### src/rtl/wave_serializer.sv
// wave_serializer: captures one parallel sample per valid/ready handshake and shifts it out one bit per clock, with optional even parity and an idle gap between words
module wave_serializer #(
  parameter int WIDTH     = 8,
  parameter bit MSB_FIRST = 1'b1,
  parameter bit PARITY_EN = 1'b0,
  parameter int GAP       = 0
) (
  input  logic             clk,
  input  logic             rst,
  input  logic             in_valid,
  input  logic [WIDTH-1:0] in_data,
  output logic             in_ready,
  output logic             ser_out,
  output logic             ser_valid,
  output logic             frame_start,
  output logic             busy
);
  localparam int N = WIDTH + (PARITY_EN ? 1 : 0);
  localparam int CW = $clog2(WIDTH + 2);
  localparam logic [CW-1:0] LAST = CW'(N - 1);
  localparam logic [7:0] GLAST = 8'((GAP > 0) ? GAP - 1 : 0);
  localparam logic [1:0] S_IDLE = 2'd0, S_SHIFT = 2'd1, S_GAP = 2'd2;
  logic [1:0] state_q, state_d;
  logic [N-1:0] sr_q, sr_d, frame;
  logic [CW-1:0] cnt_q, cnt_d;
  logic [7:0] gcnt_q, gcnt_d;
  logic out_q, out_d, val_q, val_d, fs_q, fs_d, busy_q, busy_d;
  logic [WIDTH-1:0] ord;
  logic last, accept;
  always_comb begin
    for (int i = 0; i < WIDTH; i++) ord[i] = MSB_FIRST ? in_data[i] : in_data[WIDTH-1-i];
    frame = '0;
    frame[N-1 -: WIDTH] = ord;
    if (PARITY_EN) frame[0] = ^in_data;
  end
  assign last = (state_q == S_SHIFT) && (cnt_q == LAST);
  assign in_ready = (state_q == S_IDLE) || (last && GAP == 0);
  assign accept = in_valid && in_ready;
  always_comb begin
    state_d = state_q;
    sr_d = sr_q;
    cnt_d = cnt_q;
    gcnt_d = gcnt_q;
    out_d = 1'b0;
    val_d = 1'b0;
    fs_d = 1'b0;
    if (accept) begin
      state_d = S_SHIFT;
      sr_d = frame << 1;
      cnt_d = '0;
      out_d = frame[N-1];
      val_d = 1'b1;
      fs_d = 1'b1;
    end else if (state_q == S_SHIFT && !last) begin
      sr_d = sr_q << 1;
      cnt_d = cnt_q + 1'b1;
      out_d = sr_q[N-1];
      val_d = 1'b1;
    end else if (last) begin
      state_d = (GAP > 0) ? S_GAP : S_IDLE;
      gcnt_d = '0;
    end else if (state_q == S_GAP) begin
      state_d = (gcnt_q == GLAST) ? S_IDLE : S_GAP;
      gcnt_d = (gcnt_q == GLAST) ? gcnt_q : gcnt_q + 8'd1;
    end
    busy_d = state_d != S_IDLE;
  end
  always_ff @(posedge clk) begin
    if (rst) begin
      state_q <= S_IDLE;
      sr_q <= '0;
      cnt_q <= '0;
      gcnt_q <= '0;
      out_q <= 1'b0;
      val_q <= 1'b0;
      fs_q <= 1'b0;
      busy_q <= 1'b0;
    end else begin
      state_q <= state_d;
      sr_q <= sr_d;
      cnt_q <= cnt_d;
      gcnt_q <= gcnt_d;
      out_q <= out_d;
      val_q <= val_d;
      fs_q <= fs_d;
      busy_q <= busy_d;
    end
  end
  assign ser_out = out_q;
  assign ser_valid = val_q;
  assign frame_start = fs_q;
  assign busy = busy_q;
endmodule

### config.mk
export PLATFORM = sky130hd
export DESIGN_NAME = wave_serializer
export DESIGN_NICKNAME = d
export VERILOG_FILES = /design/src/rtl/wave_serializer.sv
export SDC_FILE = /design/constraint.sdc
export NUM_CORES = 1
export LEC_CHECK = 0
export CAP_MARGIN = 0
export CORE_AREA = 3 3 51 53
export DETAILED_ROUTE_END_ITERATION = 8
export DIE_AREA = 0 0 54 56
export PLACE_DENSITY = 0.76
export SYNTH_ARGS = -nofsm -noshare
export SYNTH_HDL_FRONTEND = slang
export SYNTH_SLANG_ARGS = --single-unit
### constraint.sdc
create_clock -name clk -period 3.8 [get_ports clk]
set_input_delay 0.38 -clock clk [delete_from_list [all_inputs] [get_ports clk]]
set_output_delay 0.38 -clock clk [all_outputs]
set_load 0.02 [all_outputs]
After elaboration in Yosys (flattened, before gate mapping)
Cells that the tools add are included.
{"block": "word_totals", "input_bits": 11, "out_inout_bits": 5, "regBits": 25, "elab_cells": 43}
{"block": "op_classes", "n_reduce_logical": 12, "bitwise_logic": 2, "muxes": 15, "n_eq_ne": 4, "addsub": 2}
{"operator": "8-bit two-way mux", "n": 5}
{"operator": "2-bit two-way mux", "n": 5}
{"operator": "8-bit by 1-bit adder with 8-bit output (second input constant)", "n": 1}
{"operator": "8-bit zero test", "n": 1}
{"operator": "2-bit nonzero test", "n": 3}
{"operator": "1-bit two-way mux", "n": 5}
{"operator": "4-bit by 1-bit adder with 4-bit output (second input constant)", "n": 1}
{"operator": "4-bit by 3-bit == test with 1-bit output (second input constant)", "n": 1}
{"operator": "4-bit AND reduction", "n": 1}
{"operator": "1-bit logical AND", "n": 3}
{"operator": "2-bit by 1-bit == test with 1-bit output (second input constant)", "n": 1}
{"operator": "2-bit == test (second input constant)", "n": 1}
{"operator": "2-bit zero test", "n": 1}
{"operator": "2-bit != test (second input constant)", "n": 1}
{"operator": "1-bit inverter", "n": 2}
{"operator": "2-bit OR reduction", "n": 1}
{"operator": "1-bit zero test", "n": 1}
{"operator": "1-bit logical OR", "n": 1}

Longest topological paths before layout
{"block": "depth", "ltp_word": 7, "depth_mapped": 6, "depth_no_buf": 6}

Least setup slack after synthesis
No wires, ideal clock.
{"block": "synth_path", "path_type": "flip-flop to flip-flop", "from": "register cnt_q[0]", "to": "register sr_q[6]", "setup_ns": 0.122, "slack_ns": 2.213, "path_buffers": 1, "stages_incl_launch_ff": 7, "synth_period_minus_slack_ns": 1.587, "required_ns": 3.678, "t_arrival_ns": 1.465, "cell_sequence": "dfxtp_1 ha_1 and3b_1 nor3_2 buf_4 nor2_1 a221o_1"}
{"block": "synth_between", "elab_chain_cells": 5, "word_cells_on_any_way": 8, "cone_classes": "1 x eq/ne; 1 x mux; 6 x reduce/logical"}
{"item": "from (decl)", "line": "25", "source": "logic [CW-1:0] cnt_q, cnt_d;"}
{"item": "from (signal assigned)", "line": "81", "source": "cnt_q <= cnt_d;"}
{"item": "4-bit by 3-bit == test with 1-bit output (*)", "line": "36", "source": "assign last = (state_q == S_SHIFT) && (cnt_q == LAST);"}
{"item": "1-bit logical AND (*)", "line": "36"}
{"item": "1-bit logical OR or 1-bit zero test (tied branches)", "line": "37, 54"}
{"item": "1-bit logical AND, on equally long branches", "line": "38, 54"}
{"item": "8-bit two-way mux or 2-bit nonzero test (tied branches)"}
{"item": "to (signal assigned)", "line": "80", "source": "sr_q <= sr_d;"}
{"item": "to (decl)", "line": "24", "source": "logic [N-1:0] sr_q, sr_d, frame;"}
Every way passes the cells marked *; elsewhere a longest branch is shown, timed or not.
A chain may end at the register's enable or synchronous reset.

Final worst setup path
{"block": "layout_path", "from": "register cnt_q[0]", "to": "output port in_ready"}
{"block": "layout_between", "elab_chain_cells": 3}
{"item": "4-bit by 3-bit == test with 1-bit output", "line": "36"}
{"item": "1-bit logical AND", "line": "36"}
{"item": "1-bit logical OR", "line": "37", "source": "assign in_ready = (state_q == S_IDLE) || (last && GAP == 0);"}
{"item": "to (decl)", "line": "12", "source": "output logic in_ready,"}
Every way passes these cells.

==> run_results.csv <==
group,metric,value,unit
status,status,"finished, final reports clean",
place,io_buffer_count,15,
power,pwr-share-seq,0.623,
power,swShare,0.2344,
floorplan,fp.dieW,54,um
route,post_drt_wl_per_cell,12.69,um
grt,grt_max_degree,26,
route,wl,2.247,mm
timing,fin_tns_setup,0,ns
floorplan,die_h,56,um
power,p_per_area,324.2,mW/mm2
critical_path,worst_r2r_startpoint,"cnt_q[0]",
yosys,synth_fp_nets,150,
critical_path,critPathLaunchType,"flip-flop",
route,drtPass1Iterations,4,
timing,min_period,2.251,ns
critical_path,r2r.worst_path.cells,5,
clock_network,cts_resized,0,
yosys,yosysTopAreaCell,"dfxtp_1",
critical_path,cp.arrival,1.87,ns
timing,hold_viol,0,
place,preCtsSetupSlack,1.572,ns
place,hpwl,1.647,mm
clock_network,post-cts-setup-buffers,0,
finish,fillers,182,
floorplan,fp.dieArea,0.003024,mm2
yosys,synth_cells,136,
yosys,synth_warnings,0,
place,place_congestion,0.8080,
min_path,hold_path.startpoint,"sr_q[1]",
power,power_frac_clock,0.260,
floorplan,coreArea,0.002191,mm2
yosys,synth.area.top_cells,"dfxtp_1 42%, nor2_1 6.0%, a221o_1 5.0%, nor2b_1 4.2%, nand2_1 3.8%",
critical_path,required,3.42,ns
power,intPower,338.9,uW
timing,setup_violations,0,
timing,finClkSkew,0.007394,ns
finish,n_antenna_cell,0,
power,ir_drop,0.0001451,V
route,vias,964,
min_path,worstHoldPathType,"reg2reg",
min_path,hold_end,"sr_q[1]",
timing,fin_crit_sh,0.5925,
finish,fin_util,0.6231,
route,drc,0,
finish,register_area,500.5,um2
clock_network,clockBufferDepth,2,
timing,setup_ws,1.549,ns
yosys,synth_top_flop_cell,"dfxtp_1",
timing,max_clock_freq,0.4442,GHz
yosys,synth-seq-cells,25,
yosys,synthArstFlopShare,0,
power,power.leakage,0.0004796,uW
route,vias_per_cell,5.446,
grt,grt_pass1_wl,3.988,mm
min_path,hold_depth,2,
timing,slew_headroom,0.3806,
finish,syn_to_final_growth,14.24,%
route,ant_nets,0,
finish,multiInputGateArea,634.4,um2
clock_network,cts_tree,"done",
yosys,ys_seq_area_frac,0.4188,
yosys,syn-mean-instance-area,8.786,um2
yosys,synthDistinctLibCells,38,
clock_network,cts_buffers,3,
floorplan,initial_core_util,0.5454,
timing,worst_pin_slew,0.9240,ns
critical_path,reg2reg_slack,1.79,ns
clock_network,cts-htree-levels,1,
power,p_sw,103.7,uW
clock_network,cts_root_buf,"clkbuf_4",
power,power_frac_comb,0.117,
finish,final_nets,164,
clock_network,cts_hold_buf,0,
floorplan,io_pins,16,
finish,drive_gt1_frac,0.06040,
critical_path,cp_max_fo,5,
timing,rsz0062_at_grt,"false",
clock_network,cts.sinks,25,
yosys,synth_edf_count,0,
grt,gr-total-overflow,0,
route,first_iter_violations,30,
power,fin_total_pwr,442.6,uW
flow_run,cap_violations,0,
critical_path,end_kind,"output pin",
critical_path,path_class,"reg2out",
yosys,syn-cell-area,0.001195,mm2
timing,hold_ws,0.5118,ns
timing,maxSlewViolCount,0,
clock_network,clk-insertion-delay-late,0.31,ns
yosys,yosys.area.top_type_share,0.4188,
floorplan,rows,17,
grt,antenna_found_initial,0,
clock_network,path_clk_slew,0.12,ns
critical_path,r2r-end,"sr_q[5]",
grt,gr-usage-all-layers,0.1711,
grt,grt_pass1_vias,923,
[worst max-delay path, cell delays in order, from the launching register on]
cell,delay [ns]
dfxtp_1,0.39
ha_1,0.21
nand3b_1,0.17
a21oi_1,0.18
clkdlybuf4s50_1,0.62
[cells in the final DEF, fill, tap and decap left out, drive strengths merged, types with 5 or more instances in the layout]
cell type and instances:
nor2b 8, nand2 12, nor2 19, dfxtp 25, inv 5, a221o 6
nand3 5, o21ai 5, clkdlybuf4s50 15, a21oi 5
[sequential cells by signal, summed over array words and instances (netlist names)]
| name | cells |
|---|---|
| sr_q | 7 |
| frame_start | 1 |
| state_q | 2 |
| cnt_q | 4 |
| busy | 1 |
| ser_out | 1 |
| ser_valid | 1 |
| gcnt_q | 8 |
[per-layer routing]
metal  track usage  wire length [um]
met5             0                 0
met4       0.06406                16
met3       0.03485                62
met2        0.2388              1025
met1        0.2542              1143
[cells by family (layout without fill, tap and decap cells)]
group	after synthesis	in the layout	share of synthesized area
flip-flops	25	25	0.4188
buffers and inverters	11	24	0.05026
AND/OR/NAND/NOR	63	63	0.2869
adder cells (fa/ha/maj)	3	3	0.03142
multiplexers	1	1	0.008377
AO/OA/AOI/OAI	29	29	0.1749
XOR/XNOR	4	4	0.02932
[worst max-delay path by stage]
stage / from / endpoint / cells after the start
2_1_floorplan: cnt_q[0] / sr_q[6] / 6
4_1_cts: cnt_q[0] / in_ready / 4
3_3_place_gp: in_valid / sr_q[6] / 5
3_5_place_dp: in_valid / sr_q[6] / 5
5_1_grt: cnt_q[0] / in_ready / 4
6_report: cnt_q[0] / in_ready / 4
[Yosys cell counts, types with 2 or more instances]
master    number
o21ai_0        3
nor2_1        19
inv_1          5
nor2b_1        8
a21oi_1        5
o21ai_1        2
ha_1           3
a311oi_1       3
a221o_1        6
nand3_1        4
dfxtp_1       25
or3_1          4
buf_2          3
xnor2_1        4
buf_4          2
o211ai_1       2
nand2_1       12
nor3_1         3
a31oi_1        3
a22oi_1        2
[power groups by stage]
| stage | Combinational [uW] | Clock (uW) | Sequential (uW) |
|---|---|---|---|
| 2_1_floorplan | 30.0 | 0 | 283 |
| 3_3_place_gp | 51.1 | 0 | 281 |
| 3_5_place_dp | 52.0 | 0 | 281 |
| 4_1_cts | 52.0 | 119 | 276 |
| 5_1_grt | 56.9 | 132 | 277 |
| 6_report | 51.7 | 115 | 276 |
[through the flow]
stage / std cells / instance area (um2)
global placement: 173 / 1339
finish: 177 / 1365
floorplan: 136 / 1195
detailed placement: 173 / 1339
CTS: 177 / 1365
global route: 177 / 1365
[layout make-up]
type | instances | share of cell area
Timing Repair Buffer | 15 | 0.1100
Tap cell | 28 | 0.02566
Sequential cell | 25 | 0.3666
Multi-Input combinational cell | 100 | 0.4647
Inverter | 5 | 0.01375
Clock buffer | 4 | 0.01925
Note: power is estimated with default switching activity, not from simulation.
